===== config.mk =====
export PLATFORM = sky130hd
export DESIGN_NAME = ddr_cmd_issuer
export DESIGN_NICKNAME = d
export VERILOG_FILES = /design/src/rtl/ddr_cmd_issuer_pkg.sv /design/src/rtl/ddr_cmd_issuer_bank_state_table.sv /design/src/rtl/ddr_cmd_issuer.sv
export SDC_FILE = /design/constraint.sdc
export NUM_CORES = 1
export LEC_CHECK = 0
export ABC_AREA = 1
export CORE_MARGIN = 2
export CORE_UTILIZATION = 58
export CTS_BUF_LIST = sky130_fd_sc_hd__clkbuf_8
export CTS_CLUSTER_DIAMETER = 40
export DETAILED_ROUTE_END_ITERATION = 7
export GPL_TIMING_DRIVEN = 0
export PLACE_DENSITY_LB_ADDON = 0.05
export SLEW_MARGIN = 20
export SYNTH_ARGS = -nofsm -noshare
export SYNTH_HDL_FRONTEND = slang
export SYNTH_SLANG_ARGS = --single-unit

===== constraint.sdc =====
create_clock -name CPU_clk -period 4.9 [get_ports CPU_clk]
set_input_delay 0.98 -clock CPU_clk [delete_from_list [all_inputs] [get_ports CPU_clk]]
set_output_delay 0.98 -clock CPU_clk [all_outputs]
set_load 0.02 [all_outputs]

===== src/rtl/ddr_cmd_issuer_pkg.sv =====
// Shared types and constants for the DDR4 command issuer.
//   parsed_op_t      : request opcode delivered by the request queue
//   dram_cmd_t       : DDR4 command encoding presented to the DIMM model
//   issuer_state_t   : issuer FSM states
//   address field positions, bank count, row/column widths
package ddr_cmd_issuer_pkg;

  localparam int ADDRESS_WIDTH = 33;
  localparam int NUM_BANKS     = 16;
  localparam int ROW_WIDTH     = 15;
  localparam int COL_WIDTH     = 11;

  // Physical address map: row | col_hi | bank | bg | col_lo | byte offset
  localparam int ROW_MSB    = 32;
  localparam int ROW_LSB    = 18;
  localparam int COL_HI_MSB = 17;
  localparam int COL_HI_LSB = 10;
  localparam int BANK_MSB   = 9;
  localparam int BANK_LSB   = 8;
  localparam int BG_MSB     = 7;
  localparam int BG_LSB     = 6;
  localparam int COL_LO_MSB = 5;
  localparam int COL_LO_LSB = 3;

  typedef enum logic [1:0] {
    DATA_READ         = 2'd0,
    DATA_WRITE        = 2'd1,
    INSTRUCTION_FETCH = 2'd2
  } parsed_op_t;

  typedef enum logic [2:0] {
    CMD_NOP = 3'd0,
    CMD_ACT = 3'd1,
    CMD_PRE = 3'd2,
    CMD_RD  = 3'd3,
    CMD_WR  = 3'd4
  } dram_cmd_t;

  typedef enum logic [2:0] {
    IDLE      = 3'd0,
    LOOKUP    = 3'd1,
    PRE_WAIT  = 3'd2,
    ACT_WAIT  = 3'd3,
    RW_WAIT   = 3'd4,
    DATA_WAIT = 3'd5
  } issuer_state_t;

endpackage


===== src/rtl/ddr_cmd_issuer_bank_state_table.sv =====
// Per-bank open-page state: {open, row, cycles since ACT}.
//   CPU_clk, rst_n          : clock, async active-low reset (all banks closed)
//   wr_en/wr_act/wr_idx/... : update on ACT (wr_act=1, stores row) or PRE
//   rd_idx/rd_row           : combinational lookup of one bank
//   rd_open/rd_row_match    : bank open, and open on rd_row
//   rd_ras_ok               : a PRE issued this cycle honours tRAS
//   open_flags              : open bit of every bank, index {bg,bank}
module bank_state_table
  import ddr_cmd_issuer_pkg::*;
#(
  parameter int T_RAS = 104
) (
  input  logic                 CPU_clk,
  input  logic                 rst_n,
  input  logic                 wr_en,
  input  logic                 wr_act,
  input  logic [3:0]           wr_idx,
  input  logic [ROW_WIDTH-1:0] wr_row,
  input  logic [3:0]           rd_idx,
  input  logic [ROW_WIDTH-1:0] rd_row,
  output logic                 rd_open,
  output logic                 rd_row_match,
  output logic                 rd_ras_ok,
  output logic [NUM_BANKS-1:0] open_flags
);

  // The counter reads 0 in the cycle after ACT, so a PRE in cycle x is legal
  // once the counter reaches T_RAS-1 (x - ACT >= T_RAS).
  localparam logic [7:0] RAS_MIN = 8'(T_RAS - 1);

  logic [NUM_BANKS-1:0] open_q;
  logic [7:0]           ras_q [NUM_BANKS];
  logic [ROW_WIDTH-1:0] row_q [NUM_BANKS];

  always_ff @(posedge CPU_clk or negedge rst_n) begin
    if (!rst_n) begin
      open_q <= '0;
      for (int i = 0; i < NUM_BANKS; i++) ras_q[i] <= 8'hFF;
    end else begin
      for (int i = 0; i < NUM_BANKS; i++) begin
        if (ras_q[i] != 8'hFF) ras_q[i] <= ras_q[i] + 8'd1;
      end
      if (wr_en) begin
        open_q[wr_idx] <= wr_act;
        if (wr_act) ras_q[wr_idx] <= 8'd0;
      end
    end
  end

  // Row storage is only meaningful while the open bit is set.
  always_ff @(posedge CPU_clk) begin
    if (wr_en && wr_act) row_q[wr_idx] <= wr_row;
  end

  assign rd_open      = open_q[rd_idx];
  assign rd_row_match = (row_q[rd_idx] == rd_row);
  assign rd_ras_ok    = (ras_q[rd_idx] >= RAS_MIN);
  assign open_flags   = open_q;

endmodule


===== src/rtl/ddr_cmd_issuer.sv =====
// DDR4 command issuer: accepts one request at a time, decodes the address,
// and emits PRE/ACT/RD/WR with open-page policy and tRCD/tRP/tRAS/CL/CWL
// timing, then pulses done at end of the data burst.
//   CPU_clk, rst_n                      : clock, async active-low reset
//   req_valid/req_ready                 : request handshake (ready only in IDLE)
//   req_opcode, req_address             : request
//   cmd_valid, cmd, cmd_bank_group,
//   cmd_bank, cmd_row, cmd_column       : command strobe and fields
//   done                                : one-cycle completion strobe
//   busy_bank_open                      : per-bank open flags
module ddr_cmd_issuer
  import ddr_cmd_issuer_pkg::*;
#(
  parameter int T_RCD   = 48,
  parameter int T_RP    = 48,
  parameter int T_CL    = 48,
  parameter int T_CWL   = 40,
  parameter int T_RAS   = 104,
  parameter int T_BURST = 8
) (
  input  logic                     CPU_clk,
  input  logic                     rst_n,
  input  logic                     req_valid,
  output logic                     req_ready,
  input  parsed_op_t               req_opcode,
  input  logic [ADDRESS_WIDTH-1:0] req_address,
  output logic                     cmd_valid,
  output dram_cmd_t                cmd,
  output logic [1:0]               cmd_bank_group,
  output logic [1:0]               cmd_bank,
  output logic [ROW_WIDTH-1:0]     cmd_row,
  output logic [COL_WIDTH-1:0]     cmd_column,
  output logic                     done,
  output logic [NUM_BANKS-1:0]     busy_bank_open
);

  if (T_RCD < 1 || T_RCD > 255 || T_RP < 1 || T_RP > 255 ||
      T_CL < 1 || T_CL > 255 || T_CWL < 1 || T_CWL > 255 ||
      T_RAS < 1 || T_RAS > 255 || T_BURST < 1 || T_BURST > 255) begin : g_param_check
    $fatal(1, "ddr_cmd_issuer: timing parameters must be in 1..255");
  end

  // A wait of T cycles is loaded as T-1 and ends when the counter hits 0.
  localparam logic [8:0] RCD_DLY = 9'(T_RCD - 1);
  localparam logic [8:0] RP_DLY  = 9'(T_RP - 1);
  localparam logic [8:0] RD_LAT  = 9'(T_CL + T_BURST - 1);
  localparam logic [8:0] WR_LAT  = 9'(T_CWL + T_BURST - 1);

  issuer_state_t        state_q, state_d;
  logic [8:0]           cnt_q, cnt_d;
  dram_cmd_t            cmd_d;
  dram_cmd_t            rw_cmd;
  logic [8:0]           rw_lat;

  logic                 is_wr_q;
  logic [1:0]           bg_q, bank_q;
  logic [ROW_WIDTH-1:0] row_q;
  logic [COL_WIDTH-1:0] col_q;

  logic                 tbl_open, tbl_row_match, tbl_ras_ok;
  logic                 unused_addr_lsbs;

  assign unused_addr_lsbs = ^req_address[2:0];
  assign req_ready        = (state_q == IDLE);

  // Request latch: data only, meaningful while a request is in flight.
  always_ff @(posedge CPU_clk) begin
    if (req_valid && req_ready) begin
      is_wr_q <= (req_opcode == DATA_WRITE);
      row_q   <= req_address[ROW_MSB:ROW_LSB];
      col_q   <= {req_address[COL_HI_MSB:COL_HI_LSB], req_address[COL_LO_MSB:COL_LO_LSB]};
      bank_q  <= req_address[BANK_MSB:BANK_LSB];
      bg_q    <= req_address[BG_MSB:BG_LSB];
    end
  end

  bank_state_table #(
    .T_RAS(T_RAS)
  ) u_bank_table (
    .CPU_clk     (CPU_clk),
    .rst_n       (rst_n),
    .wr_en       ((cmd_d == CMD_ACT) || (cmd_d == CMD_PRE)),
    .wr_act      (cmd_d == CMD_ACT),
    .wr_idx      ({bg_q, bank_q}),
    .wr_row      (row_q),
    .rd_idx      ({bg_q, bank_q}),
    .rd_row      (row_q),
    .rd_open     (tbl_open),
    .rd_row_match(tbl_row_match),
    .rd_ras_ok   (tbl_ras_ok),
    .open_flags  (busy_bank_open)
  );

  always_ff @(posedge CPU_clk or negedge rst_n) begin
    if (!rst_n) begin
      state_q <= IDLE;
      cnt_q   <= '0;
    end else begin
      state_q <= state_d;
      cnt_q   <= cnt_d;
    end
  end

  always_comb begin
    state_d = state_q;
    cnt_d   = cnt_q;
    cmd_d   = CMD_NOP;
    done    = 1'b0;
    rw_cmd  = is_wr_q ? CMD_WR : CMD_RD;
    rw_lat  = is_wr_q ? WR_LAT : RD_LAT;
    case (state_q)
      IDLE: begin
        if (req_valid) state_d = LOOKUP;
      end
      LOOKUP: begin
        if (tbl_open && tbl_row_match) begin
          cmd_d   = rw_cmd;
          cnt_d   = rw_lat;
          state_d = DATA_WAIT;
        end else if (!tbl_open) begin
          cmd_d   = CMD_ACT;
          cnt_d   = RCD_DLY;
          state_d = RW_WAIT;
        end else if (tbl_ras_ok) begin
          cmd_d   = CMD_PRE;
          cnt_d   = RP_DLY;
          state_d = ACT_WAIT;
        end else begin
          state_d = PRE_WAIT;
        end
      end
      // Row conflict, holding the PRE until tRAS of the open row has elapsed.
      PRE_WAIT: begin
        if (tbl_ras_ok) begin
          cmd_d   = CMD_PRE;
          cnt_d   = RP_DLY;
          state_d = ACT_WAIT;
        end
      end
      ACT_WAIT: begin
        if (cnt_q == 9'd0) begin
          cmd_d   = CMD_ACT;
          cnt_d   = RCD_DLY;
          state_d = RW_WAIT;
        end else begin
          cnt_d = cnt_q - 9'd1;
        end
      end
      RW_WAIT: begin
        if (cnt_q == 9'd0) begin
          cmd_d   = rw_cmd;
          cnt_d   = rw_lat;
          state_d = DATA_WAIT;
        end else begin
          cnt_d = cnt_q - 9'd1;
        end
      end
      DATA_WAIT: begin
        if (cnt_q == 9'd0) begin
          done    = 1'b1;
          state_d = IDLE;
        end else begin
          cnt_d = cnt_q - 9'd1;
        end
      end
      default: state_d = IDLE;
    endcase
  end

  assign cmd            = cmd_d;
  assign cmd_valid      = (cmd_d != CMD_NOP);
  assign cmd_bank_group = cmd_valid ? bg_q : 2'd0;
  assign cmd_bank       = cmd_valid ? bank_q : 2'd0;
  assign cmd_row        = (cmd_d == CMD_ACT) ? row_q : '0;
  assign cmd_column     = ((cmd_d == CMD_RD) || (cmd_d == CMD_WR)) ? col_q : '0;

endmodule


==> impl_metrics.toml, run 1 <==
[run_status]
status = "finished with violations"
violations = "negative setup slack"

[clock_tree]
cts_root_buffer = "clkbuf_8"
cts_buffers = 75
cts_hold_buffers = 0
h-tree-depth = 3
clkLatencyLatePin_ns = 0.63
cts.clk_slew.worst_paths_ns = 0.06
cts.sinks = 431
clockBufferDepth = 3
cts_tree = "yes"

[grt]
grt_max_degree = 90
grt_pass1_wl_microns = 88900
antenna_found_initial = 0
track_usage_pct = 32.3
grt_pass1_vias = 15900
overflow = 0

[logic_synthesis]
synth_area_sq_um = 20600
synth_edf_count = 271
yosysWarnings = 0
avgSynthCellArea_sq_um = 9.31
synth_cells = 2211
async_flop_share_pct = 36.2
ys.flop_type = "edfxtp_1"
syn_nets = 2266
synth_seq_area_share_pct = 59.7
yosysUniqueCellTypes = 46
ys_seq_elements = 431

[drt]
drtIter0Drc = 1619
via_per_inst = 5.69
drtAntennaViolNets = 0
post_drt_wl_per_cell_microns = 20.3
firstDrtPassIters = 6
routed_wl_microns = 58900
drc_errors = 0
num_vias = 16500

[timing]
layout_min_cycle_time_ns = 4.90
timing.slew.headroom_pct = 28.2
finalSetupTns_ns = -0.000212
setup_viol = 1
period_share_pct = 100
final-max-slew-violation-count = 0
finalHoldViolCount = 0
worstMarginPinSlew_ns = 1.07
fmax_mhz = 204
rsz0062_at_grt = "yes"
whs_ns = 0.328
setup_slack_ns = -0.000212
finClkSkew_ns = 0.0345

[placed_design]
dp_hpwl_microns = 38200
dpl_cell_area_sq_um = 22100
placed_cells = 2754
gp_congestion = 0.950
io_buffers = 86

[layout]
antenna_cells = 0
final_area_sq_um = 23800
utilization_pct = 68.7
syn_to_final_growth_pct = 15.9
final_cell_count_no_fill = 2907
final_common_cell = "nand2_1"
layout.nets = 2446
final_cell_mix = "nand2_1, nor2_1, edfxtp_1, inv_1, nand3_1"
drive_gt1_share_pct = 15.7

[setup_path]
crit_chain = "buf_4, nand2_8, buf_6, buf_4, o22ai_1, o21ai_0, nand4_1, a21oi_4, nand2_1, nand2_1, nor2_1, nor2_2, nand2_4, clkbuf_8, nor2_1, clkdlybuf4s15_2"
crit_type = "flip-flop to output pin"
cp.arrival_ns = 3.92
cp_slowest_cell = "edfxtp_1"
r2r_slack_ns = 0.54
crit_fanout = 11
start_kind = "flip-flop"
end_kind = "output pin"
slowest_delay_ns = 0.45
cp_data_required_time_ns = 3.92

[floorplan]
dieHeight_microns = 192
dieArea_sq_um = 37000
core_sq_um = 34700
die-width_microns = 192
std_cell_rows = 68
io_pins = 90
start_util_pct = 59.3

[pwr]
switchingPower_uw = 5610
pwr-share-clk_pct = 21.9
p_int_uw = 8700
p_leak_uw = 0.00998
combPwrFrac_pct = 37.1
sw_frac_of_total_pct = 39.2
sequentialPowerShare_pct = 41.0
irDropWorstVdd_mv = 0.394
power_density_nw_per_um2 = 600

[hold_path]
hp-class = "primary input to async pin"

[flow_run]
cap_violations = 0
[final cells by class]
type,count,area (sq um)
Fill cell,2745,10900
Clock buffer,83,1140
Multi-Input combinational cell,1470,7120
Sequential cell,431,12300
Buffer,64,554
Clock inverter,55,269
Tap cell,455,569
Timing Repair Buffer,103,965
Timing Repair inverter,1,5.00
Inverter,245,940
[synth_stat cells (all sizes together), types with 25 or more instances]
library cell | number | share of area [%]
xor2 | 62 | 2.6
o21ai | 124 | 3.0
nand3 | 213 | 5.2
o22ai | 25 | 0.76
dfstp | 128 | 16
nand2 | 552 | 10
edfxtp | 271 | 40
dfrtp | 28 | 3.4
nor2 | 308 | 5.7
buf | 49 | 1.5
inv | 237 | 4.4
a22oi | 28 | 1.0
a21oi | 40 | 0.99
[metrics by stage]
step,setup slack (ns),total power (uW)
floorplan,1.21,9160
global placement,-3.50,10800
detailed placement,-0.522,10900
CTS,-0.0845,14100
global route,-0.133,15100
finish,-0.000212,14300
[registers in the layout, indices dropped and copies added (netlist names), named ones only]
register,cells
u_bank_table.row_q,240
bank_q,2
state_q,3
col_q,11
row_q,15
u_bank_table.open_flags,16
is_wr_q,1
cnt_q,9
u_bank_table.ras_q,128
bg_q,2
[power groups by stage]
stage	sequential, uW	clock, uW	combinational [uW]
final	5870	3130	5310
after detailed placement	5890	0	5040
after floorplan	5730	0	3430
after global placement	5870	0	4880
after CTS	5850	3160	5120
after global routing	5970	3320	5850
[timing repair]
item	in CTS	in global routing
setup endpoints to repair	34	34
pin swaps	4	6
cloned	1	0
resized for setup	112	83
setup buffers	8	7
endpoints found under the hold margin	0	0
[logic make-up after synthesis]
| kind of cell | Yosys count | synth area share [%] |
|---|---|---|
| buffers and inverters | 310 | 6.34 |
| adder cells (fa/ha/maj) | 17 | 1.03 |
| XOR/XNOR | 79 | 3.36 |
| flip-flops | 431 | 59.7 |
| AND/OR/NAND/NOR | 1124 | 22.4 |
| AO/OA/AOI/OAI | 239 | 6.62 |
| multiplexers | 11 | 0.535 |
[metal layers]
layer | wire length (microns) | up-vias | part of all wire, % | track usage, %
met5 | 0 | - | 0 | 0
li1 | - | 7671 | - | -
met2 | 27900 | 813 | 47 | 53.0
met1 | 23300 | 7891 | 40 | 41.2
met3 | 5140 | 153 | 8.7 | 6.49
met4 | 2570 | 0 | 4.4 | 15.7
[worst max-delay path, delay by kind of cell, from the launching register on]
| kind | cells | cell delay (ns) |
|---|---|---|
| AND/OR/NAND/NOR | 8 | 1.13 |
| buffers and inverters | 5 | 1.09 |
| AO/OA/AOI/OAI | 3 | 0.61 |
| flip-flops | 1 | 0.45 |
[final timing paths]
| path | startpoint | to | cells after the start |
|---|---|---|---|
| max | bank_q[0] | cmd_row[6] | 16 |
| min | rst_n | u_bank_table.open_flags[8] | 1 |
| max reg2reg | flip-flop | u_bank_table.row_q[5][3] | 24 |
| min reg2reg | u_bank_table.open_flags[9] | u_bank_table.open_flags[9] | 2 |
| max in group asynchronous | rst_n | u_bank_table.ras_q[76] | 2 |
| min in group CPU_clk | u_bank_table.open_flags[9] | u_bank_table.open_flags[9] | 2 |
No activity file was read; power rests on OpenSTA's default activity.
==> run 2: changes to the inputs <==
- CORE_MARGIN: 2 -> 10
- RECOVER_POWER: unset -> 100
==> run 2 against run 1 <==
The flow finishes with violations (max-capacitance violations, max-slew violations); die area is 17% higher; via count down 0.16%; global-route usage fell by 5.2 points; final area rose by 0.55%; worst hold slack better by 0.17 ns; setup slack improved by 0.092 ns; sequential power hardly changed; critical path depth unchanged; count of clock-buffer cells in the layout unchanged; first-iteration DRC count up 9.8%; largest power group unchanged.
==> impl_metrics.toml, run 2 (synthesized netlist as in run 1, its figures left out) <==
[run_status]
status = "finished with violations"
violations = "max-capacitance violations, max-slew violations"

[drt]
firstDrtPassIters = 6
routed_wl_microns = 60400
drc_errors = 0
drtIter0Drc = 1778
via_per_inst = 5.67
drtAntennaViolNets = 0
post_drt_wl_per_cell_microns = 20.8
num_vias = 16500

[hold_path]
hp-class = "flip-flop to flip-flop"

[floorplan]
start_util_pct = 59.2
dieArea_sq_um = 43400
std_cell_rows = 68
die-width_microns = 208
io_pins = 90
dieHeight_microns = 208
core_sq_um = 34800

[grt]
track_usage_pct = 27.1
overflow = 0
antenna_found_initial = 0
grt_pass1_wl_microns = 91700
grt_max_degree = 95
grt_pass1_vias = 16200

[placed_design]
gp_congestion = 0.971
dp_hpwl_microns = 39400
io_buffers = 86

[setup_path]
cp_data_required_time_ns = 3.92
cp_num_buf_inv = 5
crit_family = "buffers and inverters"
crit_chain = "inv_1, buf_2, nand3_1, nand3_1, nand2_1, nor2_1, nand2_2, nor2_4, nand3_2, nor2_4, nand2_1, o21ai_2, inv_2, buf_12, a21oi_2, clkdlybuf4s15_2"
slowest_delay_ns = 0.42
cp.arrival_ns = 3.83
crit_fanout = 10
crit_type = "flip-flop to output pin"
cp_slowest_cell = "buf_2"
end_kind = "output pin"
start_kind = "flip-flop"

[clock_tree]
cts.sinks = 431
clkLatencyLatePin_ns = 0.63
cts_buffers = 75
cts_tree = "yes"
h-tree-depth = 3
clockBufferDepth = 3
cts_root_buffer = "clkbuf_8"
cts.clk_slew.worst_paths_ns = 0.06

[layout]
utilization_pct = 68.9
layout.nets = 2451
drive_gt1_share_pct = 16.6
top_register = "u_bank_table.row_q"
largest_reg_flops = 240
syn_to_final_growth_pct = 16.5
final_common_cell = "nand2_1"
final_cell_mix = "nand2_1, nor2_1, edfxtp_1, inv_1, nand3_1"
antenna_cells = 0
fill_cells = 2747

[timing]
timing.slew.headroom_pct = -127
finalHoldViolCount = 0
whs_ns = 0.501
layout_min_cycle_time_ns = 4.81
final-max-slew-violation-count = 87
worstMarginPinSlew_ns = 3.41
fmax_mhz = 208
period_share_pct = 98.1
setup_viol = 0
finClkSkew_ns = 0.0223

[pwr]
irDropWorstVdd_mv = 0.506
fin_total_pwr_uw = 14400
power_density_nw_per_um2 = 601
p_leak_uw = 0.0100

[flow_run]
cap_violations = 2
run 2: cell types whose count changed in the layout (fill, tap and decap cells not counted), moves of 4 or more:
| cell | before | now |
|---|---|---|
| dlygate4sd3_1 | 0 | 49 |
| nor2_1 | 301 | 297 |
| o21ai_0 | 105 | 101 |
| clkdlybuf4s15_2 | 6 | 2 |
| buf_6 | 13 | 20 |
| dlygate4sd2_1 | 9 | 4 |
| buf_2 | 12 | 23 |
| clkbuf_2 | 16 | 9 |
| inv_1 | 245 | 240 |
| clkdlybuf4s50_1 | 54 | 4 |
run 2: cell type report:
class / instances / area, sq um / area share [%]
Buffer: 64 / 606 / 2.53
Clock buffer: 83 / 1140 / 4.76
Clock inverter: 53 / 267 / 1.11
Inverter: 245 / 938 / 3.91
Multi-Input combinational cell: 1470 / 7190 / 30.0
Sequential cell: 431 / 12300 / 51.2
Tap cell: 455 / 569 / 2.37
Timing Repair Buffer: 109 / 986 / 4.11
run 2: timing repair:
action                                 CTS  global route
resized for setup                      165           106
endpoints found under the hold margin    0             0
cloned                                   1             0
hold buffers                             0             0
setup endpoints to repair               53            34
buffers inserted                         6            14
pin swaps                                6            15
run 2: per-layer routing:
metal / part of all wire (%) / vias up / track usage, % / wire, microns
met2: 48 / 854 / 45.4 / 29300
met4: 4.3 / 0 / 12.4 / 2580
met5: 0 / - / 0 / 0
li1: - / 7708 / - / -
met3: 8.9 / 171 / 5.27 / 5350
met1: 38 / 7769 / 33.3 / 23200
run 2: path summary, 6_finish.rpt:
| check | start | to | slack [ns] | depth (start not counted) |
|---|---|---|---|---|
| max in group asynchronous | rst_n | cnt_q[8] | 1.47 | 1 |
| hold reg to reg | u_bank_table.open_flags[8] | u_bank_table.open_flags[8] | 0.50 | 2 |
| setup reg to reg | flip-flop | u_bank_table.row_q[8][0] | 0.42 | 19 |
| hold / removal | u_bank_table.open_flags[8] | u_bank_table.open_flags[8] | 0.50 | 2 |
| setup / recovery | flip-flop | cmd_bank[0] | 0.09 | 16 |
| min in group asynchronous | rst_n | u_bank_table.open_flags[8] | 1.53 | 1 |
run 2: tightest hold or removal path: cells and delay by family (launching register included):
family / cells / cell delay, ns
flip-flops: 1 / 0.36
AND/OR/NAND/NOR: 2 / 0.11
run 2: through the flow:
stage	setup slack [ns]	setup TNS (ns)	instance area (sq um)	std cells
after CTS	-0.0313	-0.0687	23700	2896
after global routing	-0.0255	-0.172	24000	2910
after floorplan	1.21	0	20600	2211
after global placement	-3.48	-299.24	22000	2752
after detailed placement	-0.654	-13.05	22100	2754
final	0.0918	0	24000	2910
run 2: power breakdown:
| part | switching, uW | leakage, uW | total [uW] | internal (uW) |
|---|---|---|---|---|
| Sequential | 789 | 0.00417 | 5880 | 5090 |
| Combinational | 3390 | 0.00507 | 5420 | 2030 |
| Clock | 1500 | 0.000813 | 3120 | 1620 |
==> run 3: changes to the inputs <==
--- a/config.mk
+++ b/config.mk
@@ -7,5 +7,5 @@
 export LEC_CHECK = 0
 export ABC_AREA = 1
-export CORE_MARGIN = 10
+export CORE_MARGIN = 3
 export CORE_UTILIZATION = 58
 export CTS_BUF_LIST = sky130_fd_sc_hd__clkbuf_8
==> constraint.sdc (replaced) <==
create_clock -name CPU_clk -period 4.9 [get_ports CPU_clk]
set_input_delay 0.98 -clock CPU_clk [delete_from_list [all_inputs] [get_ports CPU_clk]]
set_output_delay 0.98 -clock CPU_clk [all_outputs]
set_load 0.005 [all_outputs]
==> run 3 against run 2 <==
The flow finishes with violations (max-capacitance violations, max-slew violations, negative setup slack); count of clock-buffer cells in the layout fell by 1; setup slack got worse by 0.16 ns; worst hold slack improved by 0.0037 ns; clock power barely moved; utilization rose by 0.67 points; largest cell class unchanged; final area rose by 0.97%; global-route usage rose by 4.1 points; critical path type unchanged; sequential share of layout area fell by 0.49 points; critical endpoint is now cmd_row[11].
==> impl_metrics.toml, run 3 (synthesized netlist as in run 1, its figures left out) <==
[setup_path]
cp_data_required_time_ns = 3.92
slowest_delay_ns = 0.52
crit_type = "flip-flop to output pin"
start_kind = "flip-flop"
crit_chain = "buf_4, buf_2, nand2_1, nand3_1, nand3_2, nand3_1, nand2_2, nor2_2, nand2_2, nor2_4, nand3_2, nor2_4, nor2_2, nor2_4, nand2_4, clkbuf_16, nor2_1, clkdlybuf4s50_1"
cp_num_buf_inv = 4
crit_family = "simple AND/OR/NAND/NOR gates"
critPathMostFrequentCell = "nor2_4"
end_kind = "output pin"
cp_slowest_cell = "clkdlybuf4s50_1"
crit_fanout = 10
cp.arrival_ns = 3.99

[drt]
drtIter0Drc = 1369
drc_errors = 0
via_per_inst = 5.66
firstDrtPassIters = 6
drtAntennaViolNets = 0
num_vias = 16500
routed_wl_microns = 59300
post_drt_wl_per_cell_microns = 20.4

[layout]
multi_input_area_sq_um = 7230
final_cell_count_no_fill = 2910
fill_cells = 2707
final_common_cell = "nand2_1"
final_area_sq_um = 24200
syn_to_final_growth_pct = 17.6
antenna_cells = 0
regArea_sq_um = 12300
utilization_pct = 69.6
layout.nets = 2452
top_register = "u_bank_table.row_q"
drive_gt1_share_pct = 16.2
largest_reg_flops = 240
final_cell_mix = "nand2_1, nor2_1, edfxtp_1, inv_1, nand3_1"

[placed_design]
dp_hpwl_microns = 38000
dpl_cell_area_sq_um = 22100
dp_slack_ns = -0.551
placed_cells = 2754
gp_congestion = 0.909
io_buffers = 86

[grt]
grt_max_degree = 88
grt_pass1_wl_microns = 90900
track_usage_pct = 31.2
grt_pass1_vias = 16300
overflow = 0
antenna_found_initial = 0

[timing]
finClkSkew_ns = 0.0356
layout_min_cycle_time_ns = 4.97
setup_slack_ns = -0.0680
rsz0062_at_grt = "yes"
finalHoldViolCount = 0
final-max-slew-violation-count = 70
timing.slew.headroom_pct = -159
setup_viol = 16
period_share_pct = 101
worstMarginPinSlew_ns = 3.89
finalSetupTns_ns = -0.608
fmax_mhz = 201

[clock_tree]
cts_hold_buffers = 0
clockBufferDepth = 3
h-tree-depth = 3
cts.clk_slew.worst_paths_ns = 0.06
cts.sinks = 431
clkLatencyLatePin_ns = 0.62
cts_buffers = 74
cts_tree = "yes"
cts_root_buffer = "clkbuf_8"

[floorplan]
die-width_microns = 194
dieHeight_microns = 194
io_pins = 90
dieArea_sq_um = 37800
std_cell_rows = 68
core_sq_um = 34800
start_util_pct = 59.2

[flow_run]
cap_violations = 1

[pwr]
power_density_nw_per_um2 = 593
p_leak_uw = 0.0102
irDropWorstVdd_mv = 0.394

[run_status]
violations = "max-capacitance violations, max-slew violations, negative setup slack"
status = "finished with violations"

[hold_path]
hp-class = "flip-flop to flip-flop"
[run 3: per-layer routing]
| layer | track usage [%] | vias up | part of all wire, % | wire (microns) |
|---|---|---|---|---|
| li1 | - | 7681 | - | - |
| met1 | 41.0 | 7822 | 40 | 23500 |
| met2 | 49.5 | 765 | 46 | 27500 |
| met3 | 6.24 | 194 | 8.2 | 4850 |
| met4 | 16.7 | 0 | 5.7 | 3370 |
| met5 | 0 | - | 0 | 0 |
[run 3: area by class of cell]
| cell class | count | share of cell area, % |
|---|---|---|
| buffer | 64 | 2.70 |
| clock buffer | 82 | 4.66 |
| clock inverter | 52 | 1.15 |
| inverter | 245 | 3.90 |
| multi-input combinational | 1470 | 29.9 |
| sequential | 431 | 50.7 |
| tap | 455 | 2.35 |
| timing repair buffer | 110 | 4.60 |
| timing repair inverter | 1 | 0.0310 |
[run 3: worst reg2reg max path, cell delays in order (launching register included)]
cell        delay (ns)
dfxtp_1           0.30
buf_4             0.17
buf_2             0.35
nand2_1           0.16
nand3_1           0.11
nand3_2           0.09
nand3_1           0.10
nand2_2           0.10
nor2_2            0.14
nand2_2           0.11
nor2_4            0.26
nand2_2           0.13
nand2_2           0.08
nand2_2           0.08
nor2_2            0.14
nor2_4            0.07
nand2_4           0.11
buf_4             0.16
clkinvlp_2        0.36
nand2_1           0.21
clkinv_1          0.87
[run 3: path summary, 6_finish.rpt]
check	slack (ns)	endpoint	depth (start not counted)	startpoint
worst max-delay path	-0.07	cmd_row[11]	18	flip-flop
worst max register to register	0.18	u_bank_table.row_q[5][4]	20	flip-flop
max in group asynchronous	0.99	state_q[1]	1	rst_n
min in group asynchronous	1.73	cnt_q[8]	1	rst_n
worst min-delay path	0.50	u_bank_table.open_flags[13]	2	u_bank_table.open_flags[13]
worst min register to register	0.50	u_bank_table.open_flags[13]	2	u_bank_table.open_flags[13]
[run 3: repair_timing]
item | CTS | global route
endpoints found under the setup margin | 97 | 29
pin swaps | 24 | 13
buffers inserted | 14 | 6
gates resized for setup | 156 | 36
gates cloned | 3 | 0
[run 3: through the flow]
| stage | hold WS (ns) | total power, uW |
|---|---|---|
| floorplan | 0.484 | 9030 |
| global placement | 0.487 | 10600 |
| detailed placement | 0.494 | 10800 |
| CTS | 0.330 | 14300 |
| global route | 0.545 | 15200 |
| finish | 0.505 | 14300 |
[run 3: power by group]
part	leakage (uW)	internal, uW	switching (uW)
sequential	0.00417	5090	777
combinational	0.00523	2110	3260
clock	0.000836	1640	1460
total	0.0102	8840	5500
